$ cat src/rtl/pipe_elastic_stage.sv
// pipe_elastic_stage: elastic pipeline register with a valid/ready handshake and a DEPTH-entry FIFO buffer.
// Latency: a word pushed at edge N appears on out_data after edge N, provided no older entries are held.
// Backpressure: in_ready = (count < DEPTH), which comes from registers only.
//    Build macro PIPE_ELASTIC_BYPASS_EN: ORs out_ready into in_ready, so a full stage can push and pop in one cycle.
//
// Ports:
//   clk       rising-edge clock
//   reset     synchronous active-high reset; priority over flush, push and pop
//   flush     empties the buffer at the next edge; a push or pop in the same cycle is discarded
//   in_valid  upstream presents in_data
//   in_ready  stage accepts a word this cycle
//   in_data   upstream payload
//   out_valid head entry present
//   out_ready downstream consumes the head this cycle
//   out_data  head payload, or BUBBLE_VALUE when empty
//   count     current occupancy (0..DEPTH)
module pipe_elastic_stage #(
   parameter int unsigned           DATA_WIDTH   = 64,
   parameter int unsigned           DEPTH        = 2,
   parameter logic [DATA_WIDTH-1:0] BUBBLE_VALUE = '0
) (
   input  logic                         clk,
   input  logic                         reset,
   input  logic                         flush,
   input  logic                         in_valid,
   output logic                         in_ready,
   input  logic [DATA_WIDTH-1:0]        in_data,
   output logic                         out_valid,
   input  logic                         out_ready,
   output logic [DATA_WIDTH-1:0]        out_data,
   output logic [$clog2(DEPTH+1)-1:0]   count
);

   localparam int unsigned   CW       = $clog2(DEPTH+1);
   // A single-entry buffer still gets a 1-bit pointer; it simply never leaves 0.
   localparam int unsigned   PW       = (DEPTH > 1) ? $clog2(DEPTH) : 1;
   localparam logic [CW-1:0] DEPTH_C  = CW'(DEPTH);
   localparam logic [PW-1:0] LAST_IDX = PW'(DEPTH - 1);

   logic [DATA_WIDTH-1:0] mem [DEPTH];
   logic [PW-1:0]         rd_ptr;
   logic [PW-1:0]         wr_ptr;
   logic [CW-1:0]         cnt_q;
   logic                  not_full;
   logic                  push;
   logic                  pop;

   // Wrap explicitly at DEPTH-1 so that non-power-of-two depths work.
   function automatic logic [PW-1:0] ptr_inc(input logic [PW-1:0] p);
      return (p == LAST_IDX) ? '0 : p + 1'b1;
   endfunction

   assign not_full  = (cnt_q < DEPTH_C);
   assign out_valid = (cnt_q != '0);

`ifdef PIPE_ELASTIC_BYPASS_EN
   // A pop this cycle frees a slot, so accept even when full.
   assign in_ready = not_full | out_ready;
`else
   assign in_ready = not_full;
`endif

   // Flush overrides both sides: the pushed word is dropped and the pop does not happen.
   assign push = in_valid & in_ready & ~flush;
   assign pop  = out_valid & out_ready & ~flush;

   always_ff @(posedge clk) begin
      if (reset || flush) begin
         cnt_q  <= '0;
         rd_ptr <= '0;
         wr_ptr <= '0;
      end else begin
         if (push) wr_ptr <= ptr_inc(wr_ptr);
         if (pop)  rd_ptr <= ptr_inc(rd_ptr);
         case ({push, pop})
            2'b10:   cnt_q <= cnt_q + 1'b1;
            2'b01:   cnt_q <= cnt_q - 1'b1;
            default: cnt_q <= cnt_q;
         endcase
      end
   end

   // Payload storage is not reset; only the head is ever visible, and only while count != 0.
   // When a bypass push lands on a full buffer, wr_ptr == rd_ptr. The slot being vacated is then reused.
   always_ff @(posedge clk) begin
      if (push) mem[wr_ptr] <= in_data;
   end

   assign out_data = out_valid ? mem[rd_ptr] : BUBBLE_VALUE;
   assign count    = cnt_q;

endmodule
$ cat config.mk
export PLATFORM = sky130hd
export DESIGN_NAME = pipe_elastic_stage
export DESIGN_NICKNAME = d
export VERILOG_FILES = /design/src/rtl/pipe_elastic_stage.sv
export SDC_FILE = /design/constraint.sdc
export NUM_CORES = 1
export LEC_CHECK = 0
export CORE_ASPECT_RATIO = 1.1
export CORE_UTILIZATION = 40
export DETAILED_ROUTE_END_ITERATION = 6
export MAX_ROUTING_LAYER = met4
export PLACE_DENSITY = 0.78
export SKIP_LAST_GASP = 1
export SLEW_MARGIN = 40
export SYNTH_ARGS = -nofsm -noshare
export SYNTH_HDL_FRONTEND = slang
export SYNTH_SLANG_ARGS = --single-unit
$ cat constraint.sdc
create_clock -name clk -period 6.75 [get_ports clk]
set_input_delay 1.0125 -clock clk [delete_from_list [all_inputs] [get_ports clk]]
set_output_delay 1.0125 -clock clk [all_outputs]
set_load 0.05 [all_outputs]
Word level (Yosys, flattened, before mapping)
Memories as Yosys holds them, arrays and structs flattened. A register that Yosys moved wholly into a read port is not among the register bits.
Cells that the tools add are included.
- bits in writable memories: 128
- register bits after elaboration: 4
- bits of input ports: 69
- memories kept: 1
- memories (memory ; depth ; bits a word ; rd ports ; clocked after Yosys merged registers in ; write ports ; line ; text):
    mem ; 2 ; 64 ; 1 ; 1 ; 1 ; 40 ; logic [DATA_WIDTH-1:0] mem [DEPTH];
- multiplexer cells: 8
- add/sub/neg operators: 4
- reduce and logical (&&, ||, !) cells: 3
- magnitude comparators: 1
- bitwise logic cells: 5
- equality and inequality tests: 2
- operators with widths (cell ; count):
    64-bit 2-to-1 mux ; 1
    1-bit 2-to-1 mux ; 6
    1-bit AND ; 4
    2-bit case mux with 2 select lines ; 1
    2-bit nonzero test ; 2
    1-bit adder (second input constant) ; 2
    2-bit by 1-bit adder with 2-bit output (second input constant) ; 1
    2-bit by 1-bit == test with 1-bit output (second input constant) ; 1
    2-bit == test (second input constant) ; 1
    2-bit less-than comparator (second input constant) ; 1
    2-bit by 1-bit subtractor with 2-bit output (second input constant) ; 1
    1-bit logical OR ; 1
    1-bit inverter ; 1

Logic depth before layout (Yosys ltp)
Gate-level depths: netlist (run 1).
- depth after elaboration: 5
- gate-level depth with buffers: 6
- depth with buffers taken out: 6

Worst setup path before layout (run 1)
OpenSTA, ideal clock, no wires.
- path type: input port to flip-flop
- start: input in_valid
- end: memory mem[0][0] (enable)
- required time: 6264 ps
- setup slack: 2279 ps
- setup time: 486 ps
- buffers on the path: 0
- data arrival time: 3985 ps
- stages on the path: 3
- cell sequence: nor2b_1 nand2b_1 nor2_1
- word-level cells in the longest chain between the ends: 4
- RTL lines (item ; line ; text):
    from (decl) ; 25 ; input logic in_valid,
    1-bit AND (2 in a row) ; 64 ; assign push = in_valid & in_ready & ~flush;
    1-bit 2-to-1 mux ; 86 ; if (push) mem[wr_ptr] <= in_data;
    1-bit 2-to-1 mux (implied by the code) ; 86 ;
    to (decl) ; 40 ;
Every way passes these cells.

Worst setup path in the final report (run 1)
- start: register cnt_q[1], in the netlist count[1]
- end: output out_data[51]
- word-level cells in the longest chain between the ends: 2
- RTL lines (item ; line ; text):
    from (decl) ; 43 ; logic [CW-1:0] cnt_q;
    from (signal assigned) ; 76 ; 2'b10: cnt_q <= cnt_q + 1'b1;
    from (signal assigned) ; 77 ; 2'b01: cnt_q <= cnt_q - 1'b1;
    from (signal assigned) ; 78 ; default: cnt_q <= cnt_q;
    2-bit nonzero test ; 54 ; assign out_valid = (cnt_q != '0);
    64-bit 2-to-1 mux ; 89 ; assign out_data = out_valid ? mem[rd_ptr] : BUBBLE_VALUE;
    to (decl) ; 30 ; output logic [DATA_WIDTH-1:0] out_data,
Every way passes these cells.

==> flow_summary.json, run 1 <==
{
  "num_vias": 2914,
  "start_kind": "register",
  "cts_resized": 0,
  "required_ps": 5740,
  "worst_clock_skew_ps": 6.56,
  "synth-xor-area-share_pct": 0.696,
  "placed_cell_area_mm2": 0.00660,
  "globalRouteTotalUtil_pct": 16.2,
  "drt-wirelength-per-cell_um": 15.8,
  "area_growth_pct": 43.1,
  "drt_first_iter_violations": 167,
  "setup.reg_to_reg.worst_slack_ps": 4870,
  "cell_area_after_layout_mm2": 0.00720,
  "crit_path_cell_trace": "nor2_4 -> buf_4 -> nor2_1 -> clkdlybuf4s50_1",
  "ioPinCount": 137,
  "synth_fa_ha_area_share_pct": 0.249,
  "post_synth.cell_area_avg_um2": 16.9,
  "synth_fp_nets": 367,
  "viasPerCell": 4.78,
  "rr_worst_depth": 4,
  "cp.depth": 4,
  "die_area_mm2": 0.0130,
  "crit_path_top_delay_cell": "sky130_fd_sc_hd__clkdlybuf4s50_1",
  "finalCoreUtilization_pct": 59.3,
  "rsz_0062_raised_after_global_routing": "false",
  "synth.cell_area_mm2": 0.00503,
  "synth_compound_gate_area_share_pct": 0.348,
  "netlist_top_cells_count": "sky130_fd_sc_hd__edfxtp_1, sky130_fd_sc_hd__nor2_1, sky130_fd_sc_hd__mux2i_1, sky130_fd_sc_hd__buf_2, sky130_fd_sc_hd__dfxtp_1",
  "clock_pin_slew_of_the_registers_on_the_worst_case_setup_and_hold_paths_ps": 60,
  "worstReg2RegStart": "count[1]",
  "power_density_mw_per_mm2": 279,
  "floorplan.rows": 42,
  "synth_top_family_by_area": "multiplexers",
  "worstSetupPathType": "reg -> out",
  "seq_area_frac_synth_pct": 78.4,
  "grt_start_max_net_pins": 60,
  "report.power.total_w": 0.00201,
  "peakVddDrop_mv": 0.150,
  "totalNegativeSetupSlack_ps": 0,
  "synthDominantCellAreaShare_pct": 76.4,
  "clock_network_latency_to_the_later_pin_of_the_worst_skew_pair_ps": 400,
  "floorplan.die.width_um": 109,
  "post_cts_hold_buffer_count": 0,
  "design.final.nets": 513,
  "min_period_over_period_pct": 55.5,
  "drc": 0,
  "drtAntennaViolNets": 0,
  "cap_violations": 0,
  "tightestPinTransition_ps": 693,
  "post_synth_mux_area_share_pct": 12.7,
  "slew_headroom_pct": 53.7,
  "cts_tree": "built",
  "synthMostInstantiatedCell": "sky130_fd_sc_hd__edfxtp_1",
  "core_area_mm2": 0.0121,
  "synth_top_flop_cell": "sky130_fd_sc_hd__edfxtp_1",
  "post_cts.repair.setup_buffers": 0,
  "number_of_global_route_vias_before_repair": 3075,
  "critical_path.top_delay_family": "buffers and inverters",
  "post-synth-top-area-cell": "sky130_fd_sc_hd__edfxtp_1",
  "h-tree-depth": 4,
  "hold_path_class": "reg -> reg",
  "finalSetupViolCount": 0,
  "antenna_found_initial": 0,
  "cp_max_fo": 37,
  "largest_cells_by_area_after_synthesis": "sky130_fd_sc_hd__edfxtp_1, sky130_fd_sc_hd__mux2i_1, sky130_fd_sc_hd__nor2_1",
  "total_length_of_routed_wires_um": 9630,
  "clock-root-buffer": "sky130_fd_sc_hd__clkbuf_16",
  "ys_warn_count": 0,
  "max_clock_freq_ghz": 0.267,
  "initial_utilization_pct": 41.4,
  "max-clock-path-buffers": 2,
  "outcome": "completed",
  "cpPeakStageDelay_ps": 730,
  "timing.final.hold_violations": 0,
  "drive_gt1_share_pct": 7.89,
  "dp.final_hpwl_um": 6160,
  "number_of_sinks_on_the_clock_net": 133,
  "grt_first_pass_wirelength_um": 14900,
  "synth_simple_gate_area_share_pct": 5.84,
  "synth_instances": 297,
  "yosys.cell_types.count": 17,
  "overflow_left_after_global_routing": 0,
  "finalWorstPathRequiredPeriod_ps": 3740,
  "yosys_register_bits": 133,
  "dieHeight_um": 120,
  "cp.buffers_inverters": 2,
  "total_leakage_power_nw": 2.30,
  "drt-pass1-iter-count": 4,
  "critPathArrivalTime_ps": 2730,
  "antenna_cells": 0,
  "slew_viol_final": 0,
  "worst_r2r_dst": "mem[1][12]",
  "hold_start": "rd_ptr",
  "endpoint_kind": "output port",
  "finalWeightedCongestion": 0.709,
  "synthArstFlopShare_pct": 0,
  "setup.worst_path.end": "out_data[51]",
  "critPathLaunch": "count[1]",
  "place.port_buffers": 136,
  "numCtsBuffers": 17,
  "synth_edf_count": 128
}
## how the worst min path moves through the flow
| stage | end | slack [ps] | cells past startpoint |
|---|---|---|---|
| after floorplan | register | 520 | 2 |
| after global placement | rd_ptr | 540 | 2 |
| after detailed placement | register | 560 | 2 |
| after CTS | register | 570 | 2 |
| after global routing | register | 620 | 2 |
| final | register | 570 | 2 |
## layout make-up
class,instances,area (µm²)
Multi-Input combinational cell,147,1020
Sequential cell,133,3950
Tap cell,154,193
Clock buffer,23,468
Inverter,3,11.3
Timing Repair Buffer,141,1430
Fill cell,952,4940
Clock inverter,9,128
## cells by family after synthesis
family | count (synthesis)
AO/OA/AOI/OAI | 3
XOR/XNOR | 4
adder cells (fa/ha/maj) | 1
buffers and inverters | 17
flip-flops | 133
multiplexers | 64
AND/OR/NAND/NOR | 75
## worst min-delay path: stages (launching register included)
cell,delay (ps)
sky130_fd_sc_hd__dfxtp_1,330
sky130_fd_sc_hd__xor2_1,80
sky130_fd_sc_hd__nor3_1,110
## metrics by stage
stage / instances / hold WS, ps / worst slack (ps)
detailed placement: 578 / 555 / 3380
floorplan: 297 / 520 / 2280
global placement: 576 / 543 / 3370
global route: 610 / 620 / 2830
CTS: 610 / 572 / 2940
finish: 610 / 567 / 3010
## where the power goes
| part | internal (W) | switching [W] | leakage (nW) |
|---|---|---|---|
| registers | 0.000933 | 0.00000733 | 1.22 |
| logic | 0.0000686 | 0.0000902 | 0.797 |
| clock network | 0.000598 | 0.000312 | 0.285 |
| total | 0.00160 | 0.000409 | 2.30 |
## cell usage in the layout (no fill, tap or decap), drive strengths merged
master / count
buf: 5
nor3: 4
o21ai: 2
inv: 3
clkbuf: 23
nand2b: 1
or3: 1
nor2: 68
a211oi: 1
xor2: 2
edfxtp: 128
clkdlybuf4s50: 136
xnor2: 2
clkinv: 4
dfxtp: 5
nor2b: 1
bufinv: 3
mux2i: 64
ha: 1
clkinvlp: 2
## routing by layer
layer  up-vias  global-route usage (%)  part of all wire, %  routed length (µm)
met5         -                       -                    0                   0
met4         0                    5.83                  1.3                 122
met3        15                    4.89                  5.8                 560
met2       109                    27.0                   52                5030
met1      1395                    18.1                   41                3920
li1       1395                       -                    -                   -
## state kept, by name, indices dropped and copies added, names as in the netlist, named ones only
| name | flops |
|---|---|
| mem | 128 |
| count | 2 |
| rd_ptr | 1 |
| wr_ptr | 1 |
Note: power is estimated with default switching activity, not from simulation.
==> run 2: changes to the inputs <==
==> constraint.sdc (replaced) <==
create_clock -name clk -period 3.74 [get_ports clk]
set_input_delay 0.561 -clock clk [delete_from_list [all_inputs] [get_ports clk]]
set_output_delay 0.561 -clock clk [all_outputs]
set_load 0.05 [all_outputs]
==> flow_summary.json, run 2 (synthesized netlist as in run 1, its figures left out) <==
{
  "tightestPinTransition_ps": 698,
  "number_of_global_route_vias_before_repair": 3020,
  "post_cts.repair.setup_buffers": 0,
  "required_ps": 3180,
  "cpPeakStageDelay_ps": 810,
  "total_leakage_power_nw": 2.27,
  "slew_headroom_pct": 53.3,
  "numCtsBuffers": 17,
  "drt-wirelength-per-cell_um": 15.2,
  "cts_resized": 0,
  "power_density_mw_per_mm2": 483,
  "worst_r2r_dst": "mem[0][17]",
  "h-tree-depth": 4,
  "nFillCells": 938,
  "regMostFlops": "mem",
  "num_vias": 2896,
  "area_growth_pct": 41.9,
  "most_common_library_cell_in_the_layout_ignoring_fill_and_taps": "sky130_fd_sc_hd__clkdlybuf4s50_1",
  "initial_utilization_pct": 41.4,
  "dp.final_hpwl_um": 6060,
  "setup.reg_to_reg.worst_slack_ps": 1650,
  "cap_violations": 0,
  "outcome": "completed",
  "start_kind": "register",
  "slew_viol_final": 0,
  "placed_cell_area_mm2": 0.00661,
  "peakVddDrop_mv": 0.262,
  "finalWeightedCongestion": 0.688,
  "finalSetupViolCount": 0,
  "core_area_mm2": 0.0121,
  "design.final.nets": 513,
  "die_area_mm2": 0.0130,
  "grt_start_max_net_pins": 65,
  "worstReg2RegStart": "count[1]",
  "antenna_found_initial": 0,
  "critPathArrivalTime_ps": 2520,
  "clock_network_latency_to_the_later_pin_of_the_worst_skew_pair_ps": 410,
  "clock-root-buffer": "sky130_fd_sc_hd__clkbuf_16",
  "hold_start": "rd_ptr",
  "floorplan.rows": 42,
  "drc": 0,
  "rsz_0062_raised_after_global_routing": "false",
  "min_period_over_period_pct": 82.3,
  "drt_first_iter_violations": 107,
  "crit_path_top_delay_cell": "sky130_fd_sc_hd__clkdlybuf4s50_1",
  "hold_path_class": "reg -> reg",
  "number_of_sinks_on_the_clock_net": 133,
  "place.port_buffers": 136,
  "total_length_of_routed_wires_um": 9290,
  "crit_path_cell_trace": "buf_12 -> mux2i_1 -> nor2_1 -> clkdlybuf4s50_1",
  "cp_max_fo": 34,
  "overflow_left_after_global_routing": 0,
  "floorplan.die.width_um": 109,
  "clock_pin_slew_of_the_registers_on_the_worst_case_setup_and_hold_paths_ps": 60,
  "grt_first_pass_wirelength_um": 14600,
  "cell_area_after_layout_mm2": 0.00714,
  "dieHeight_um": 120,
  "post_cts_hold_buffer_count": 0,
  "hold_path_depth": 2,
  "largest_reg_flops": 128,
  "drtAntennaViolNets": 0,
  "timing.hold.ws_ps": 594,
  "max_clock_freq_ghz": 0.325,
  "finalWorstPathRequiredPeriod_ps": 3080,
  "drive_gt1_share_pct": 7.89,
  "final_cell_mix": "sky130_fd_sc_hd__clkdlybuf4s50_1, sky130_fd_sc_hd__edfxtp_1, sky130_fd_sc_hd__nor2_1",
  "endpoint_kind": "output port",
  "timing.final.hold_violations": 0,
  "worstSetupPathType": "reg -> out",
  "antenna_cells": 0,
  "drt-pass1-iter-count": 4,
  "rr_worst_depth": 4,
  "ioPinCount": 137,
  "worst_clock_skew_ps": 9.12,
  "globalRouteTotalUtil_pct": 15.7,
  "cts_tree": "built",
  "max-clock-path-buffers": 2,
  "viasPerCell": 4.75
}
## run 2: cell types whose count changed in the layout (fill, tap and decap cells not counted), sizes merged
cell      before  now
clkinv         4    7
bufinv         3    1
clkbuf        23   21
clkinvlp       2    3
## run 2: report_power, final
| part | internal, W | switching (W) |
|---|---|---|
| combinational | 0.000126 | 0.000161 |
| clock | 0.000902 | 0.000564 |
| sequential | 0.00168 | 0.0000134 |
## run 2: routing by layer
metal,track usage [%],vias to the layer above,part of all wire (%)
met4,5.83,0,0.93
met1,17.4,1404,41
met3,4.73,8,5.6
met2,26.3,97,53
met5,-,-,0
li1,-,1387,-
## run 2: worst max path at each step
stage	startpoint	endpoint	slack (ps)	cells after the start
after floorplan	count[1]	mem[0][0]	-280	3
after global placement	register	out_data[61]	1070	4
after detailed placement	in_valid	mem[0][21]	1010	5
after CTS	register	out_data[22]	610	4
after global routing	register	out_data[33]	520	4
final	register	out_data[22]	660	4
## run 2: area by class of cell
class,count,area [µm²],share of cell area (%)
clock buffer,21,440,6.17
sequential,133,3950,55.3
multi-input combinational,147,1020,14.3
tap,154,193,2.70
inverter,3,11.3,0.158
timing repair buffer,141,1440,20.1
clock inverter,11,86.3,1.21
## run 2: worst max-delay path: cells and delay by family (launching register included)
kind | cells | cell delay [ps]
simple gates | 1 | 110
flops | 1 | 690
buf+inv | 2 | 1130
mux | 1 | 130
## run 2: through the flow
step / instances / worst slack [ps] / total power, W / util (%) / TNS [ps]
after floorplan: 297 / -284 / 0.00187 / - / -36360
after global placement: 578 / 1070 / 0.00201 / 54.5 / 0
after detailed placement: 578 / 1010 / 0.00202 / 54.5 / 0
after CTS: 610 / 612 / 0.00349 / 58.8 / 0
after global routing: 610 / 519 / 0.00357 / 58.8 / 0
final: 610 / 662 / 0.00345 / 58.8 / 0
==> run 3: changes to the inputs <==
==> constraint.sdc (replaced) <==
create_clock -name clk -period 3.17 [get_ports clk]
set_input_delay 0.4755 -clock clk [delete_from_list [all_inputs] [get_ports clk]]
set_output_delay 0.4755 -clock clk [all_outputs]
set_load 0.05 [all_outputs]
==> flow_summary.json, run 3 (synthesized netlist as in run 1, its figures left out) <==
{
  "outcome": "completed",
  "power_density_mw_per_mm2": 584,
  "area_growth_pct": 42.2,
  "largest_reg_flops": 128,
  "cts_tree": "built",
  "critPathArrivalTime_ps": 2390,
  "initial_utilization_pct": 41.4,
  "num_vias": 2941,
  "tightestPinTransition_ps": 676,
  "slew_headroom_pct": 54.9,
  "hold_path_class": "reg -> reg",
  "finalWeightedCongestion": 0.694,
  "power.sequential.fraction_pct": 47.8,
  "placed_cell_area_mm2": 0.00659,
  "number_of_sinks_on_the_clock_net": 133,
  "die_area_mm2": 0.0130,
  "cell_internal_pwr_w": 0.00329,
  "design.final.nets": 515,
  "number_of_global_route_vias_before_repair": 3043,
  "total_length_of_routed_wires_um": 9670,
  "clock_pin_slew_of_the_registers_on_the_worst_case_setup_and_hold_paths_ps": 60,
  "grt_first_pass_wirelength_um": 15100,
  "core_area_mm2": 0.0121,
  "globalRouteTotalUtil_pct": 16.1,
  "share_of_total_power_consumed_by_net_switching_pct": 21.4,
  "cell_area_after_layout_mm2": 0.00716,
  "h-tree-depth": 4,
  "antenna_cells": 0,
  "drc": 0,
  "overflow_left_after_global_routing": 0,
  "floorplan.die.width_um": 109,
  "dp.final_hpwl_um": 6300,
  "antenna_found_initial": 0,
  "finalSetupViolCount": 0,
  "post_cts.repair.setup_buffers": 0,
  "timing.hold.ws_ps": 568,
  "grt_start_max_net_pins": 66,
  "rsz_0062_raised_after_global_routing": "false",
  "p_clk_share_pct": 44.0,
  "switchingPower_w": 0.000895,
  "drtAntennaViolNets": 0,
  "place.port_buffers": 136,
  "drive_gt1_share_pct": 8.73,
  "viasPerCell": 4.81,
  "drt-pass1-iter-count": 4,
  "worstSetupPathType": "reg -> out",
  "nFillCells": 942,
  "cp_max_fo": 33,
  "most_common_library_cell_in_the_layout_ignoring_fill_and_taps": "sky130_fd_sc_hd__clkdlybuf4s50_1",
  "timing.final.hold_violations": 0,
  "endpoint_kind": "output port",
  "min_period_over_period_pct": 90.4,
  "required_ps": 2690,
  "multi_input_comb_area_mm2": 0.00102,
  "clock_network_latency_to_the_later_pin_of_the_worst_skew_pair_ps": 400,
  "seqCellArea_mm2": 0.00395,
  "report.power.total_w": 0.00418,
  "cts_resized": 0,
  "max-clock-path-buffers": 2,
  "slew_viol_final": 0,
  "start_kind": "register",
  "dieHeight_um": 120,
  "numCtsBuffers": 17,
  "final_critical_path_setup_slack_ps": 305,
  "finalWorstPathRequiredPeriod_ps": 2870,
  "final_cell_mix": "sky130_fd_sc_hd__clkdlybuf4s50_1, sky130_fd_sc_hd__edfxtp_1, sky130_fd_sc_hd__nor2_1",
  "peakVddDrop_mv": 0.335,
  "worst_clock_skew_ps": 7.46,
  "power.share.combinational_pct": 8.1,
  "regMostFlops": "mem",
  "floorplan.rows": 42,
  "drt-wirelength-per-cell_um": 15.8,
  "clock-root-buffer": "sky130_fd_sc_hd__clkbuf_16",
  "post_cts_hold_buffer_count": 0,
  "total_leakage_power_nw": 2.30,
  "place_worst_setup_slack_ps": 716,
  "ioPinCount": 137,
  "cap_violations": 0,
  "max_clock_freq_ghz": 0.349,
  "drt_first_iter_violations": 116
}
## run 3: cell types whose count changed in the layout (fill, tap and decap cells not counted)
cell	previous run	this run
sky130_fd_sc_hd__buf_12	3	0
sky130_fd_sc_hd__buf_4	2	7
sky130_fd_sc_hd__bufinv_16	1	2
sky130_fd_sc_hd__clkbuf_1	4	2
sky130_fd_sc_hd__clkinv_2	6	4
sky130_fd_sc_hd__clkinv_4	0	5
sky130_fd_sc_hd__clkinvlp_4	3	1
## run 3: final cells by class
cell class | count | area share (%)
Multi-Input combinational cell | 147 | 14.3
Timing Repair Buffer | 143 | 19.8
Tap cell | 154 | 2.69
Clock buffer | 19 | 6.05
Clock inverter | 13 | 1.89
Sequential cell | 133 | 55.2
Inverter | 3 | 0.157
## run 3: per-layer routing
layer	up-vias	wire length [µm]	global-route usage, %
met2	99	5110	27.1
li1	1393	-	-
met1	1440	3920	18.2
met4	0	87	5.57
met5	-	0	-
met3	9	554	4.51
## run 3: critical path: stages (launching register included)
cell and delay, ps:
sky130_fd_sc_hd__dfxtp_4 340, sky130_fd_sc_hd__buf_4 480, sky130_fd_sc_hd__mux2i_1 160, sky130_fd_sc_hd__nor2_1 140, sky130_fd_sc_hd__clkdlybuf4s50_1 830
## run 3: power by group through the flow
stage / sequential [W] / combinational, W / clock, W
after global routing: 0.00200 / 0.000361 / 0.00195
after CTS: 0.00200 / 0.000344 / 0.00188
final: 0.00200 / 0.000340 / 0.00184
after detailed placement: 0.00204 / 0.000342 / 0
after floorplan: 0.00204 / 0.000167 / 0
after global placement: 0.00203 / 0.000335 / 0
## run 3: worst paths after layout
| check | from | end | slack, ps | depth (start not counted) |
|---|---|---|---|---|
| min reg2reg | rd_ptr | rd_ptr | 570 | 2 |
| max reg2reg | count[1] | count[1] | 1270 | 5 |
| max | register | out_data[16] | 300 | 4 |
| min | rd_ptr | rd_ptr | 570 | 2 |
## run 3: per-stage QoR
| stage | utilization, % | cells | setup TNS (ps) |
|---|---|---|---|
| 2_1_floorplan | - | 297 | -109320 |
| 3_3_place_gp | 54.3 | 580 | 0 |
| 3_5_place_dp | 54.3 | 580 | 0 |
| 4_1_cts | 58.9 | 612 | 0 |
| 5_1_grt | 58.9 | 612 | 0 |
| 6_report | 58.9 | 612 | 0 |
